<file path="src/rtl/prm_chk_pkg.sv">
// prm_chk_pkg: shared widths, sweep states and checker letter-to-bit mapping
package prm_chk_pkg;
   localparam int CODE_W = 15;
   localparam int WORD_W = 32;
   typedef enum logic [2:0] {
      S_IDLE  = 3'd0,
      S_ISSUE = 3'd1,
      S_DRAIN = 3'd2,
      S_PUSH  = 3'd3,
      S_DONE  = 3'd4
   } sweep_state_t;
   localparam int BIT_A = 0;
   localparam int BIT_B = 1;
   localparam int BIT_C = 2;
   localparam int BIT_D = 3;
   localparam int BIT_E = 4;
   localparam int BIT_F = 5;
   localparam int BIT_G = 6;
   localparam int BIT_H = 7;
   localparam int BIT_I = 8;
   localparam int BIT_J = 9;
   localparam int BIT_K = 10;
   localparam int BIT_L = 11;
   localparam int BIT_M = 12;
   localparam int BIT_N = 13;
   localparam int BIT_O = 14;
endpackage

</file>
<file path="src/rtl/prm_chk_result_pipe.sv">
// prm_chk_result_pipe: CHK_LAT-deep delay line for the issue valid bit and slot tag
module prm_chk_result_pipe #(
   parameter int CHK_LAT = 0
) (
   input  logic       clk,
   input  logic       rst_n,
   input  logic       in_valid,
   input  logic [4:0] in_slot,
   output logic       out_valid,
   output logic [4:0] out_slot
);
   if (CHK_LAT == 0) begin : g_wire
      logic unused_clk_rst;
      assign unused_clk_rst = clk & rst_n;
      assign out_valid = in_valid;
      assign out_slot  = in_slot;
   end else begin : g_pipe
      logic [CHK_LAT-1:0]      v;
      logic [CHK_LAT-1:0][4:0] s;
      always_ff @(posedge clk or negedge rst_n)
         if (!rst_n) begin
            v <= '0;
            s <= '0;
         end else begin
            v[0] <= in_valid;
            s[0] <= in_slot;
            for (int i = 1; i < CHK_LAT; i++) begin
               v[i] <= v[i-1];
               s[i] <= s[i-1];
            end
         end
      assign out_valid = v[CHK_LAT-1];
      assign out_slot  = s[CHK_LAT-1];
   end
endmodule

</file>
<file path="src/rtl/prm_edge_mask_sweep.sv">
// prm_edge_mask_sweep: sweeps checker codes and packs edge_mask results into 32-bit words
module prm_edge_mask_sweep
   import prm_chk_pkg::*;
#(
   parameter int CHK_LAT = 0
) (
   input  logic              clk,
   input  logic              rst_n,
   input  logic              start,
   input  logic [CODE_W-1:0] code_base,
   input  logic [15:0]       code_count,
   output logic [CODE_W-1:0] chk_code,
   output logic              chk_valid,
   input  logic              chk_mask,
   output logic [WORD_W-1:0] mask_word,
   output logic              mask_valid,
   input  logic              mask_ready,
   output logic [9:0]        mask_index,
   output logic              mask_last,
   output logic [15:0]       hit_count,
   output logic              busy,
   output logic              done
);
   localparam logic [2:0] DRAIN_LAST = 3'(CHK_LAT > 0 ? CHK_LAT - 1 : 0);
   sweep_state_t state;
   logic [15:0]  rem;
   logic [4:0]   slot;
   logic [2:0]   dcnt;
   logic         cap_valid;
   logic [4:0]   cap_slot;
   logic         word_end;
   assign chk_valid  = state == S_ISSUE;
   assign mask_valid = state == S_PUSH;
   assign mask_last  = mask_valid && rem == 16'd0;
   assign busy       = state != S_IDLE;
   assign done       = state == S_DONE;
   assign word_end   = slot == 5'd31 || rem == 16'd1;
   prm_chk_result_pipe #(.CHK_LAT(CHK_LAT)) u_pipe (
      .clk       (clk),
      .rst_n     (rst_n),
      .in_valid  (chk_valid),
      .in_slot   (slot),
      .out_valid (cap_valid),
      .out_slot  (cap_slot)
   );
   always_ff @(posedge clk or negedge rst_n)
      if (!rst_n) begin
         state      <= S_IDLE;
         chk_code   <= '0;
         mask_word  <= '0;
         mask_index <= '0;
         hit_count  <= '0;
         rem        <= '0;
         slot       <= '0;
         dcnt       <= '0;
      end else begin
         if (cap_valid && chk_mask) begin
            mask_word[cap_slot] <= 1'b1;
            hit_count           <= hit_count + 16'd1;
         end
         case (state)
            S_IDLE: if (start) begin
               chk_code   <= code_count == 16'd0 ? chk_code : code_base;
               rem        <= code_count;
               hit_count  <= '0;
               mask_word  <= '0;
               mask_index <= '0;
               slot       <= '0;
               state      <= code_count == 16'd0 ? S_DONE : S_ISSUE;
            end
            S_ISSUE: begin
               rem  <= rem - 16'd1;
               slot <= slot + 5'd1;
               dcnt <= '0;
               // chk_code holds the last issued code until the next word starts
               if (!word_end) chk_code <= chk_code + CODE_W'(1);
               else state <= CHK_LAT == 0 ? S_PUSH : S_DRAIN;
            end
            S_DRAIN: begin
               dcnt <= dcnt + 3'd1;
               if (dcnt == DRAIN_LAST) state <= S_PUSH;
            end
            S_PUSH: if (mask_ready) begin
               if (rem == 16'd0) state <= S_DONE;
               else begin
                  state      <= S_ISSUE;
                  mask_word  <= '0;
                  mask_index <= mask_index + 10'd1;
                  slot       <= '0;
                  chk_code   <= chk_code + CODE_W'(1);
               end
            end
            default: state <= S_IDLE;
         endcase
      end
endmodule

</file>
<file path="config.mk">
export PLATFORM = sky130hd
export DESIGN_NAME = prm_edge_mask_sweep
export DESIGN_NICKNAME = d
export VERILOG_FILES = /design/src/rtl/prm_chk_pkg.sv /design/src/rtl/prm_chk_result_pipe.sv /design/src/rtl/prm_edge_mask_sweep.sv
export SDC_FILE = /design/constraint.sdc
export NUM_CORES = 1
export LEC_CHECK = 0
export CORE_MARGIN = 1.5
export CORE_UTILIZATION = 30
export CTS_CLUSTER_DIAMETER = 120
export CTS_CLUSTER_SIZE = 40
export DETAILED_ROUTE_END_ITERATION = 8
export HOLD_SLACK_MARGIN = 0.08
export PLACE_DENSITY_LB_ADDON = 0.08
export RECOVER_POWER = 25
export SLEW_MARGIN = 0
export SYNTH_ARGS = -nofsm -noshare
export SYNTH_HDL_FRONTEND = slang
export SYNTH_HIERARCHICAL = 1
export SYNTH_SLANG_ARGS = --single-unit
</file>
<file path="constraint.sdc">
create_clock -name clk -period 3.65 [get_ports clk]
set_input_delay 0.9125 -clock clk [delete_from_list [all_inputs] [get_ports clk]]
set_output_delay 0.9125 -clock clk [all_outputs]
set_load 0.02 [all_outputs]
</file>
* Word level (Yosys, flattened, before mapping)
Cells that the tools add are included. Widths: inputs -> output; s select.
Operators by class: reduce and logical (&&, ||, !) cells 18, shift-type cells 0, add/subtract/negate cells 6, $lt $le $gt $ge 2, eq/ne operators 13, bitwise logic cells 1, mux-type cells 34, multipliers 0, divide/modulo/power cells 0
Operator list (number):
- $mux 32 | 4
- $mux 15 | 5
- $mux 16 | 4
- $pmux 32 s2 | 1
- $pmux 15 s3 | 1
- $logic_not 16->1 | 2
- $or 32x32->32 | 1
- $pmux 16 s2 | 1
- $mux 10 | 3
- $pmux 10 s2 | 1
- $mux 3 | 6
- $add 16x1->16 const B | 1
- $eq 16x1->1 const B | 1
- $sub 16x1->16 const B | 1
- $add 15x1->15 const B | 1
- $mux 5 | 3
- $pmux 5 s3 | 1
- $pmux 3 s4 | 1
- $reduce_and 4->1 | 3
- $add 10x1->10 const B | 1
- $ne 2x2->1 const B | 5
- $eq 3x2->1 const B | 2
- $logic_not 3->1 | 2
- $lt 5x6->1 const B | 1
- other kinds (16) | 22
Word-level totals: output and inout bits 78, input bits 36, memories kept 0, latch bits 0, register bits after elaboration 100, memory bits (writable) 0, memory bits (read-only) 0, logic and storage cells 82

* Depth between registers and ports, before layout
word-level depth 9, depth in mapped cells 12, depth with buffers taken out 8

* Cells and area by module
The synthesis kept the hierarchy.
By module, submodules not included:
- prm_edge_mask_sweep | times used 1, cells an instance 547, area an instance 5138.7 µm², sequential area each 2502.4 µm²
- prm_chk_result_pipe | times used 1, cells an instance 6, area an instance 45.0 µm², sequential area each 0.0 µm²

* Worst setup path after synthesis
Ideal clock, no wire load.
path kind reg-to-reg, from reg state[2], to reg hit_count[10], buffers on the path 3, library setup time 132 ps, required time 3518 ps, arrival 2193 ps, path slack 1325 ps, cell stages (with the launch flop) 12, period minus slack after synthesis 2325 ps, cell sequence dfrtp_1 buf_2 nor2b_4 nand2_2 inv_2 buf_2 buf_4 nand2_1 nor4_1 and3_1 xnor2_1 nor2_1
On the way: cells in the longest elaborated chain, start to end 5, elaborated cells between the ends (all ways) 6, classes of those cells eq/ne (1); mux (3); reduce/logical (2)
Ends and longest elaborated chain:
- start: declaration | line prm_edge_mask_sweep.sv:25 | sweep_state_t state;
- start signal: assignment | line prm_edge_mask_sweep.sv:69 | state <= code_count == 16'd0 ? S_DONE : S_ISSUE;
- start signal: assignment | line prm_edge_mask_sweep.sv:77 | else state <= CHK_LAT == 0 ? S_PUSH : S_DRAIN;
- $eq 3x1->1 (*) | line prm_edge_mask_sweep.sv:32 | assign chk_valid = state == S_ISSUE;
- named net chk_valid | line prm_edge_mask_sweep.sv:13 | output logic chk_valid,
- $logic_and 1x1->1 (*) | line prm_edge_mask_sweep.sv:57 | if (cap_valid && chk_mask) begin
- $mux 16 (*) | line prm_edge_mask_sweep.sv:57
- $mux 16 | line prm_edge_mask_sweep.sv:62 | S_IDLE: if (start) begin
- $mux 16 (*) | line prm_edge_mask_sweep.sv:61 | case (state)
- end signal: assignment | line prm_edge_mask_sweep.sv:59 | hit_count <= hit_count + 16'd1;
- end: declaration | line prm_edge_mask_sweep.sv:20 | output logic [15:0] hit_count,
Mark *: on every way through the listed nets, which the timed path passes. The rest lies on a longest branch. A chain may end at the register's enable or synchronous reset.

* Worst setup path after layout
from reg rem[0], to out mask_last
On the way: cells in the longest elaborated chain, start to end 2
Ends and longest elaborated chain:
- start: declaration | line prm_edge_mask_sweep.sv:26 | logic [15:0] rem;
- start signal: assignment | line prm_edge_mask_sweep.sv:64 | rem <= code_count;
- start signal: assignment | line prm_edge_mask_sweep.sv:72 | rem <= rem - 16'd1;
- $logic_not 16->1 | line prm_edge_mask_sweep.sv:34 | assign mask_last = mask_valid && rem == 16'd0;
- $logic_and 1x1->1 | line prm_edge_mask_sweep.sv:34
- end: declaration | line prm_edge_mask_sweep.sv:19 | output logic mask_last,
No other way between the ends.

==> report_table.html <==
<table>
<tr><th>Metric</th><th>Value</th></tr>
<tr><th colspan="2">Status</th></tr>
<tr><td>Outcome</td><td>finished with violations</td></tr>
<tr><td>Violations in the final reports</td><td>capacitance limit, slew limit</td></tr>
<tr><th colspan="2">Placement</th></tr>
<tr><td>Placed inst area</td><td>around 6500 sq um</td></tr>
<tr><td>Port Buf Inserts</td><td>113</td></tr>
<tr><td>Placer's final routability congestion estimate</td><td>0.841</td></tr>
<tr><td>Detailed-placement wirelength estimate</td><td>10,400 microns</td></tr>
<tr><td>Placement-stage worst setup slack</td><td>~570 ps</td></tr>
<tr><th colspan="2">Global routing</th></tr>
<tr><td>Residual overflow from global routing</td><td>0</td></tr>
<tr><td>Number of antenna violations at the first check in global routing</td><td>0</td></tr>
<tr><td>Number of global-route vias before repair</td><td>4,562</td></tr>
<tr><td>Wire length of the first global-routing pass</td><td>about 24,000 microns</td></tr>
<tr><td>Largest net degree at the start of global routing</td><td>45</td></tr>
<tr><td>Global router's overall resource usage</td><td>about 17%</td></tr>
<tr><th colspan="2">Cells and area</th></tr>
<tr><td>Most frequent standard cell in the layout excluding fill and tap cells</td><td>sky130_fd_sc_hd__clkdlybuf4s50_1</td></tr>
<tr><td>Count of nets after finishing</td><td>706</td></tr>
<tr><td>Final cell utilization of the core</td><td>40.9%</td></tr>
<tr><td>Diodes inserted</td><td>0</td></tr>
<tr><td>Final instance area</td><td>6850 sq um</td></tr>
<tr><td>Highest-count cells in the layout ignoring fill and taps</td><td>112 x sky130_fd_sc_hd__clkdlybuf4s50_1, 100 x sky130_fd_sc_hd__dfrtp_1, 81 x sky130_fd_sc_hd__nor2_1</td></tr>
<tr><td>Layout area overhead</td><td>32.2%</td></tr>
<tr><td>Layout cell share with drive strength beyond 1</td><td>6.92%</td></tr>
<tr><th colspan="2">Synthesis</th></tr>
<tr><td>Ys Warns</td><td>6</td></tr>
<tr><td>Number of instances in the synthesized netlist</td><td>between 500 and 600</td></tr>
<tr><td>Cell type with the largest total area after synthesis</td><td>sky130_fd_sc_hd__dfrtp_1</td></tr>
<tr><td>Average footprint of a synthesized cell</td><td>~9.4 sq um</td></tr>
<tr><td>Unique masters post-synth</td><td>between 60 and 70</td></tr>
<tr><td>Share of flip-flops with an asynchronous set or reset after synthesis</td><td>100%</td></tr>
<tr><td>Sequential-to-total area share from yosys stat</td><td>approximately 48%</td></tr>
<tr><td>Number of enable flip-flop cells after synthesis</td><td>0</td></tr>
<tr><td>Synthesis-stage register bit count</td><td>100</td></tr>
<tr><td>Syn Std Cell Area</td><td>5180 sq um</td></tr>
<tr><td>Mapped Nets</td><td>~600</td></tr>
<tr><td>Predominant post-synthesis flop cell</td><td>sky130_fd_sc_hd__dfrtp_1</td></tr>
<tr><td>Share of the synthesized area in the top cell type</td><td>between 40% and 50%</td></tr>
<tr><td>Most area-consuming cells after synthesis</td><td>sky130_fd_sc_hd__dfrtp_1 48%, sky130_fd_sc_hd__nor2_1 5.9%, sky130_fd_sc_hd__a21oi_1 4.5%, sky130_fd_sc_hd__nand2_1 3.6%, sky130_fd_sc_hd__xor2_1 2.5%</td></tr>
<tr><th colspan="2">Clock tree</th></tr>
<tr><td>Num Clock Sinks</td><td>100</td></tr>
<tr><td>Post-CTS Hold Buffers</td><td>0</td></tr>
<tr><td>CTS tree</td><td>yes</td></tr>
<tr><td>Clock-pin slew reported for the worst setup and hold paths after clock tree synthesis</td><td>roughly 70 ps</td></tr>
<tr><td>Resized Gates After CTS</td><td>0</td></tr>
<tr><td>Number of levels in the clock H-tree</td><td>3</td></tr>
<tr><td>Longest Clk Path Bufs</td><td>2</td></tr>
<tr><td>CTS Buf Count</td><td>9</td></tr>
<tr><td>Clock latency on the worst-skew pair</td><td>350 ps</td></tr>
<tr><td>Count of buffers added by post-CTS timing repair for setup</td><td>0</td></tr>
<tr><td>Buffer cell driving the clock tree root</td><td>sky130_fd_sc_hd__clkbuf_16</td></tr>
<tr><th colspan="2">Drt</th></tr>
<tr><td>Violation count after the first detailed-route iteration</td><td>between 150 and 200</td></tr>
<tr><td>Total length of routed wires</td><td>~15,000 microns</td></tr>
<tr><td>Number of search-and-repair iterations in the first detailed-routing pass</td><td>5</td></tr>
<tr><td>Via count</td><td>4,600</td></tr>
<tr><td>Remaining number of nets flagged by the antenna check after routing</td><td>0</td></tr>
<tr><td>Routed length per instance</td><td>around 16 microns</td></tr>
<tr><td>Vias per cell</td><td>a little over 5</td></tr>
<tr><td>Drc violations</td><td>0</td></tr>
<tr><th colspan="2">Floorplanning</th></tr>
<tr><td>Die Wd</td><td>between 100 and 150 microns</td></tr>
<tr><td>Overall die area</td><td>between 15,000 and 20,000 sq um</td></tr>
<tr><td>Row count</td><td>47</td></tr>
<tr><td>Vert. Die Dim</td><td>approximately 130 microns</td></tr>
<tr><td>Top Ports</td><td>114</td></tr>
<tr><td>Core area</td><td>approximately 17,000 sq um</td></tr>
<tr><td>Starting utilization of the core area</td><td>30.9%</td></tr>
<tr><th colspan="2">Timing</th></tr>
<tr><td>Final worst path period share</td><td>92.4%</td></tr>
<tr><td>Final period demand of the worst path</td><td>approximately 3400 ps</td></tr>
<tr><td>Crit path setup slack, layout</td><td>about 280 ps</td></tr>
<tr><td>Max Slew Vio Count</td><td>38</td></tr>
<tr><td>Maximum clock frequency</td><td>297 MHz</td></tr>
<tr><td>Setup-failing EPs final</td><td>0</td></tr>
<tr><td>Unrepaired setup endpoints after global routing</td><td>no</td></tr>
<tr><td>Sum of negative setup slack</td><td>0 ps</td></tr>
<tr><td>Worst setup skew after layout</td><td>about 9.5 ps</td></tr>
<tr><td>Final count of hold timing violations</td><td>0</td></tr>
<tr><td>Rel. slew slack</td><td>-55.4%</td></tr>
<tr><td>Slew at the pin closest to its max-slew limit</td><td>roughly 2300 ps</td></tr>
<tr><th colspan="2">Setup path</th></tr>
<tr><td>Critical path peak fanout</td><td>9</td></tr>
<tr><td>Flop2flop setup slack</td><td>830 ps</td></tr>
<tr><td>Data required time of the critical path</td><td>between 2000 and 3000 ps</td></tr>
<tr><td>Nature of the critical path startpoint</td><td>flip-flop</td></tr>
<tr><td>Critical setup path kind</td><td>reg -&gt; out</td></tr>
<tr><td>Category of the worst setup path capture point</td><td>output pin</td></tr>
<tr><td>Data arrival time of the critical path</td><td>2460 ps</td></tr>
<tr><th colspan="2">Power</th></tr>
<tr><td>Total leakage power</td><td>between 2 and 3 nW</td></tr>
<tr><td>Power per standard cell area</td><td>roughly 710 nW/um^2</td></tr>
<tr><td>Peak supply drop</td><td>between 0.3 and 0.4 mV</td></tr>
<tr><th colspan="2">Min path</th></tr>
<tr><td>Class of the most critical hold timing path</td><td>reg -&gt; reg</td></tr>
<tr><th colspan="2">Flow run</th></tr>
<tr><td>Maximum Capacitance Violations</td><td>1</td></tr>
</table>
-- flip-flops by register name, indices dropped and copies added, names as in the netlist --
signal and flops:
state 3, slot 5, mask_word 32, hit_count 16, rem 16, mask_index 10
chk_code 15, dcnt 3
-- routing by layer --
metal  track usage (%)  routed length, microns  vias to the layer above
li1                  -                       -                     2239
met1              23.5                    7020                     2232
met4              5.50                     182                        0
met3              3.08                     721                       14
met5                 0                       0                        -
met2              26.2                    6640                      115
-- stage by stage --
step | cells | power, W | hold WS (ps)
after floorplan | 553 | 0.00300 | 448
after global placement | 869 | 0.00387 | 471
after detailed placement | 869 | 0.00388 | 473
after CTS | 885 | 0.00494 | 487
after global routing | 885 | 0.00522 | 515
final | 885 | 0.00488 | 483
-- layout make-up --
cell class | instances | area [sq um]
clock buffer | 9 | 225
clock inverter | 7 | 91.3
fill | 1707 | 9910
inverter | 13 | 48.8
multi-input combinational | 407 | 2450
sequential | 100 | 2500
tap | 220 | 275
timing repair buffer | 129 | 1250
-- worst paths after layout --
kind | start | endpoint | cells past startpoint
max in group asynchronous | rst_n | chk_code[9]$_DFFE_PN0P_ | 1
max reg2reg | state[1]$_DFFE_PN0P_ | hit_count[10]$_DFF_PN0_ | 9
min in group asynchronous | rst_n | rem[6]$_DFFE_PN0P_ | 1
max | rem[0]$_DFFE_PN0P_ | mask_last | 5
min reg2reg | rem[15]$_DFFE_PN0P_ | rem[15]$_DFFE_PN0P_ | 1
min | rem[15]$_DFFE_PN0P_ | rem[15]$_DFFE_PN0P_ | 1
-- synthesized netlist by cell type (3+ instances only) --
master                      count
sky130_fd_sc_hd__dfrtp_1      100
sky130_fd_sc_hd__nor2_1        81
sky130_fd_sc_hd__nand2_1       50
sky130_fd_sc_hd__a21oi_1       47
sky130_fd_sc_hd__nand3_1       19
sky130_fd_sc_hd__nor4_1        17
sky130_fd_sc_hd__o21ai_0       16
sky130_fd_sc_hd__xor2_1        15
sky130_fd_sc_hd__nor3_1        14
sky130_fd_sc_hd__clkbuf_1      12
sky130_fd_sc_hd__inv_1         12
sky130_fd_sc_hd__buf_2         10
sky130_fd_sc_hd__ha_1          10
sky130_fd_sc_hd__and3_1         9
sky130_fd_sc_hd__a2bb2oi_1      8
sky130_fd_sc_hd__nand4_1        8
sky130_fd_sc_hd__buf_4          7
sky130_fd_sc_hd__o211ai_1       7
sky130_fd_sc_hd__o22ai_1        7
sky130_fd_sc_hd__and4_1         6
sky130_fd_sc_hd__a31oi_1        5
sky130_fd_sc_hd__o2111ai_1      5
sky130_fd_sc_hd__or3_1          5
sky130_fd_sc_hd__a221o_1        4
sky130_fd_sc_hd__and2_1         4
sky130_fd_sc_hd__o21ai_1        4
sky130_fd_sc_hd__o41ai_1        4
sky130_fd_sc_hd__or4_1          4
sky130_fd_sc_hd__xnor2_1        4
sky130_fd_sc_hd__a22oi_1        3
sky130_fd_sc_hd__mux2i_1        3
sky130_fd_sc_hd__nor3b_1        3
sky130_fd_sc_hd__o22a_1         3
sky130_fd_sc_hd__o311ai_0       3
-- power breakdown --
| group | leakage (nW) | internal (W) | total [W] | switching (W) |
|---|---|---|---|---|
| combinational | 1.46 | 0.000906 | 0.00194 | 0.00103 |
| clock | 0.152 | 0.000550 | 0.00102 | 0.000472 |
| sequential | 1.25 | 0.00149 | 0.00192 | 0.000433 |
| total | 2.86 | 0.00294 | 0.00488 | 0.00193 |
-- logic make-up after synthesis --
kind of cell / count (synthesis) / share of synthesized area [%]
simple gates: 237 / 23.3
compound gates: 137 / 17.7
flops: 100 / 48.3
buf+inv: 46 / 4.37
xor+xnor: 19 / 3.21
fa+ha+maj: 10 / 2.41
mux: 4 / 0.797
-- critical path, stage by stage, from the launching register on --
cell and delay [ps]:
sky130_fd_sc_hd__dfrtp_1 390, sky130_fd_sc_hd__inv_1 160, sky130_fd_sc_hd__ha_1 250, sky130_fd_sc_hd__nand4_4 190, sky130_fd_sc_hd__nor2_1 390, sky130_fd_sc_hd__clkdlybuf4s50_1 720
No activity file was read; power rests on OpenSTA's default activity.
